`config.mk`:
```
export PLATFORM = sky130hd
export DESIGN_NAME = dcache_miss_handler
export DESIGN_NICKNAME = d
export VERILOG_FILES = /design/src/rtl/dcache_miss_handler.sv
export SDC_FILE = /design/constraint.sdc
export NUM_CORES = 1
export LEC_CHECK = 0
export BUFFER_PORTS_ARGS = -buffer_cell sky130_fd_sc_hd__buf_2
export CAP_MARGIN = 20
export CORE_ASPECT_RATIO = 1.5
export CORE_MARGIN = 2
export CORE_UTILIZATION = 30
export CTS_CLUSTER_DIAMETER = 60
export CTS_CLUSTER_SIZE = 14
export DETAILED_ROUTE_END_ITERATION = 8
export SYNTH_ARGS = -nofsm -noshare
export SYNTH_HDL_FRONTEND = slang
export SYNTH_SLANG_ARGS = --single-unit
```
`constraint.sdc`:
```
create_clock -name clk -period 1.8 [get_ports clk]
set_clock_uncertainty 0.1 [all_clocks]
set_input_delay 0.27 -clock clk [delete_from_list [all_inputs] [get_ports clk]]
set_output_delay 0.27 -clock clk [all_outputs]
set_load 0.01 [all_outputs]
```
`src/rtl/dcache_miss_handler.sv`:
```
`default_nettype none
// ============================================================================
// Module   : dcache_miss_handler
// Purpose  : Single-outstanding miss/write-through engine between the dcache
//            and backing memory; returns a one-cycle refill beat.
// Revision : 1.0 - initial release
// ============================================================================
module dcache_miss_handler #(
  parameter int TIMEOUT_CYCLES = 64,
  parameter int CNT_WIDTH      = 16
) (
  input  logic                 clk,
  input  logic                 rst_n,
  input  logic                 miss_valid,
  output logic                 miss_ready,
  input  logic [31:0]          miss_addr,
  input  logic                 miss_we,
  input  logic [31:0]          miss_wdata,
  output logic                 fill_valid,
  output logic [3:0]           fill_index,
  output logic [27:0]          fill_tag,
  output logic [31:0]          fill_data,
  output logic                 fill_err,
  output logic                 mem_req,
  output logic                 mem_we,
  output logic [31:0]          mem_addr,
  output logic [31:0]          mem_wdata,
  input  logic                 mem_ack,
  input  logic [31:0]          mem_rdata,
  input  logic                 mem_err,
  output logic                 busy,
  output logic [CNT_WIDTH-1:0] miss_count,
  output logic [CNT_WIDTH-1:0] err_count
);

  localparam int c_TMO_W = (TIMEOUT_CYCLES > 1) ? $clog2(TIMEOUT_CYCLES) : 1;
  localparam logic [c_TMO_W-1:0]   c_TMO_LAST = c_TMO_W'(TIMEOUT_CYCLES - 1);
  localparam logic [CNT_WIDTH-1:0] c_CNT_MAX  = '1;

  typedef enum logic [1:0] {
    ST_IDLE = 2'd0,
    ST_REQ  = 2'd1,
    ST_RESP = 2'd2
  } state_t;

  state_t               r_state;
  state_t               w_state_nxt;
  logic                 w_accept;
  logic                 w_ack;
  logic                 w_timeout;

  logic [31:0]          r_addr;
  logic                 r_we;
  logic [31:0]          r_wdata;
  logic [c_TMO_W-1:0]   r_tmo;
  logic [31:0]          r_fill_data;
  logic                 r_fill_err;
  logic [CNT_WIDTH-1:0] r_miss_count;
  logic [CNT_WIDTH-1:0] r_err_count;

  always_ff @(posedge clk or negedge rst_n) begin
    if (!rst_n) r_state <= ST_IDLE;
    else        r_state <= w_state_nxt;
  end

  // An ack arriving in the final timeout cycle takes priority over the abort.
  always_comb begin
    w_state_nxt = r_state;
    w_accept    = 1'b0;
    w_ack       = 1'b0;
    w_timeout   = 1'b0;
    case (r_state)
      ST_IDLE: begin
        if (miss_valid) begin
          w_accept    = 1'b1;
          w_state_nxt = ST_REQ;
        end
      end
      ST_REQ: begin
        if (mem_ack) begin
          w_ack       = 1'b1;
          w_state_nxt = ST_RESP;
        end else if (r_tmo == c_TMO_LAST) begin
          w_timeout   = 1'b1;
          w_state_nxt = ST_RESP;
        end
      end
      ST_RESP: w_state_nxt = ST_IDLE;
      default: w_state_nxt = ST_IDLE;
    endcase
  end

  always_ff @(posedge clk or negedge rst_n) begin
    if (!rst_n) begin
      r_addr       <= '0;
      r_we         <= 1'b0;
      r_wdata      <= '0;
      r_tmo        <= '0;
      r_fill_data  <= '0;
      r_fill_err   <= 1'b0;
      r_miss_count <= '0;
      r_err_count  <= '0;
    end else begin
      if (w_accept) begin
        r_addr  <= miss_addr;
        r_we    <= miss_we;
        r_wdata <= miss_we ? miss_wdata : 32'd0;
        r_tmo   <= '0;
        if (r_miss_count != c_CNT_MAX) r_miss_count <= r_miss_count + CNT_WIDTH'(1);
      end
      if (r_state == ST_REQ && !w_ack && !w_timeout) r_tmo <= r_tmo + c_TMO_W'(1);
      if (w_ack) begin
        r_fill_err  <= mem_err;
        r_fill_data <= mem_err ? 32'd0 : (r_we ? r_wdata : mem_rdata);
      end
      if (w_timeout) begin
        r_fill_err  <= 1'b1;
        r_fill_data <= 32'd0;
      end
      if (r_state == ST_RESP && r_fill_err && r_err_count != c_CNT_MAX)
        r_err_count <= r_err_count + CNT_WIDTH'(1);
    end
  end

  // Bus and fill outputs are forced to zero outside their owning state.
  assign miss_ready = (r_state == ST_IDLE);
  assign busy       = (r_state != ST_IDLE);
  assign mem_req    = (r_state == ST_REQ);
  assign mem_we     = mem_req ? r_we    : 1'b0;
  assign mem_addr   = mem_req ? r_addr  : 32'd0;
  assign mem_wdata  = mem_req ? r_wdata : 32'd0;
  assign fill_valid = (r_state == ST_RESP);
  assign fill_index = fill_valid ? r_addr[3:0]  : 4'd0;
  assign fill_tag   = fill_valid ? r_addr[31:4] : 28'd0;
  assign fill_data  = fill_valid ? r_fill_data  : 32'd0;
  assign fill_err   = fill_valid ? r_fill_err   : 1'b0;
  assign miss_count = r_miss_count;
  assign err_count  = r_err_count;

endmodule
`default_nettype wire

```
==> metrics <==
routed wl met3 1020 µm; M1 wire length 9200 µm; min Tclk post-route 2020 ps; Worst Tran Pin Value 370 ps; most common cell after layout, fill and taps aside buf_2; H-tree depth 4; final worst path period share 112%; Critical Path End Type primary output; Post-Syn Instances 748; first-pass GRT wire length 34600 µm; largest family of logic cells by synthesized area simple AND/OR/NAND/NOR gates; TritonCTS Buffers 17; CTS Sinks 138; initial core utilization 30.4%; GRT overflow 0; Vias per Instance 4.64; fmax 495 MHz; GRT Total Usage 18.6%; relative slew slack 75.3%; final worst slack -221 ps; sequential cell area fraction in the yosys report 51.2%; drc violations 0; Yosys warnings 0; Row Count 67; pwr dens 1210 nW/µm²; total core area 22200 µm²; DR iter-0 viols 291; most frequent cells in the layout buf_2 (258), nand2_1 (212), dfrtp_1 (136); post-synthesis mux area share 4.97%; Final Core Density 48.5%; hpwl dp 14900 µm; Switch Pwr 4460 µW; Slew Viols, Final 0; Crit path arrival time 1650 ps; Die ar. 23700 µm²; Gate power share 35.4%; area share of fa/ha/maj cells after synthesis 0.556%; Post-synth ARST share 100%; buffers added on ports 267; CTS tree done; Die Y-Extent 188 µm; nets 1235; Yosys reg bits 138; Max FO, Critical Path 15; Finish-stage setup viols 190; antenna violations before repair 1; clk slew on worst S/H paths 60 ps; simple-gate share of the synthesized area 32.6%; largest net degree at the start of global routing 73; Startpoint Class register; Post-synth EDFFs 0; Max Used Layer met4; maxcap violations 0; XOR/XNOR Fraction of Synth Area 4.02%; mapped cell area 6750 µm²; final std cells w/o fill 1420; Synth-to-Final Area Change 59.8%; Sw Ratio 34.1%; wire per inst 17.1 µm; Compound-Gate Fraction of Synth Area 3.93%; Final ANT Viol Nets 0; Fillers 2090; Crit path required time 1430 ps; Static Leak 0.00571 µW; Pint 8620 µW; Hold WC Path Type input port to register; Net Count, Synth 853; Unique masters post-synth 43; failing checks setup timing; Tot Pwr 13100 µW; CTS root buf clkbuf_16; share of post-route cells with drive strength above 1 36.9%; Clock power frac 27.8%; worst vdd ir 597 µV; RD Place Congestion 0.796; Fin. Hold Viols 0; run status finished with violations; final WL 24300 µm; WL met2 13200 µm; total number of vias 6592; Pre-antenna DRT Iters 4; type of the worst setup path register to primary output; Post-Place Setup Slack 30.1 ps; Sequential Power Share 36.7%; Primary FF master, synth dfrtp_1; Cells after DPL 1295; vias in the first global route 6590; Max Root-Sink Buffers 2; Worst-Skew Late Latency 420 ps; WHS 33.3 ps; I/O pin cnt 268; RSZ-0062 raised after global routing true; Die X 126 µm; post-synthesis average cell area 9.02 µm²
cells by family after synthesis:
logic type      count (synthesis)
xor+xnor                       31
simple gates                  447
fa+ha+maj                       3
mux                            33
flops                         138
buf+inv                        48
compound gates                 48
Yosys cell counts (3+ instances only):
cell / number / area [µm²]
o21ai_0: 37 / 185
nor2_1: 13 / 48.8
nand3b_1: 4 / 30.0
clkbuf_1: 31 / 116
buf_1: 10 / 37.5
xor2_1: 10 / 87.6
inv_1: 4 / 15.0
and2_1: 129 / 807
nand4_1: 11 / 68.8
dfrtp_1: 138 / 3450
nand2_1: 216 / 811
xnor2_1: 21 / 184
ha_1: 3 / 37.5
nand3_1: 48 / 240
nor3_1: 6 / 30.0
mux2i_1: 32 / 320
final timing paths:
kind                                start  slack [ps]              to  cells past startpoint
max                            r_state[1]        -220   mem_wdata[22]                      4
min                        miss_wdata[11]          30     r_wdata[11]                      3
max reg2reg                    r_state[0]        -190      r_wdata[0]                     10
min reg2reg                r_fill_data[6]         370  r_fill_data[6]                      2
max in group asynchronous           rst_n         720      r_state[1]                      3
min in group asynchronous           rst_n         220      r_wdata[3]                      2
power groups by stage:
stage | Sequential, µW | Clock (µW) | Combinational (µW)
2_1_floorplan | 4660 | 0 | 2180
3_3_place_gp | 4790 | 0 | 3730
3_5_place_dp | 4830 | 0 | 3800
4_1_cts | 4780 | 3720 | 4100
5_1_grt | 4950 | 3880 | 5070
6_report | 4810 | 3640 | 4630
sequential cells by signal (all words and copies together) (netlist names):
name / count
err_count: 16
miss_count: 16
r_addr: 32
r_fill_data: 32
r_fill_err: 1
r_state: 2
r_tmo: 6
r_wdata: 32
r_we: 1
worst max-delay path: stages (launching register included):
cell	delay, ps
dfrtp_2	420
and2b_4	330
buf_8	170
and2_1	160
buf_2	130
routing by layer:
layer	vias to the layer above	global-route usage, %
li1	3187	-
met1	3156	20.1
met2	204	34.6
met3	45	3.48
met4	0	8.50
met5	-	0
final cells by class:
cell class | instances | area, µm² | share of cell area [%]
repair buffers | 407 | 3010 | 27.9
well taps | 276 | 345 | 3.20
diodes | 1 | 2.50 | 0.0232
clock buffers | 25 | 495 | 4.59
multi-input cells | 562 | 3350 | 31.0
flip-flops and latches | 138 | 3460 | 32.0
inverters | 4 | 15.0 | 0.139
clock inverters | 7 | 113 | 1.04
through the flow:
step	setup TNS (ps)	cell area, µm²
2_1_floorplan	0	6750
3_3_place_gp	0	8760
3_5_place_dp	0	8760
4_1_cts	-28460	10200
5_1_grt	-46130	10800
6_report	-29950	10800
repair_timing:
item,4_1_cts,5_1_grt
setup endpoints to repair,134,192
gates cloned,2,9
setup buffers,3,14
gates resized for setup,24,61
pin swaps,1,30
hold buffers,64,0
hold endpoints to repair,95,0
Power figures use the tool's default switching activity.
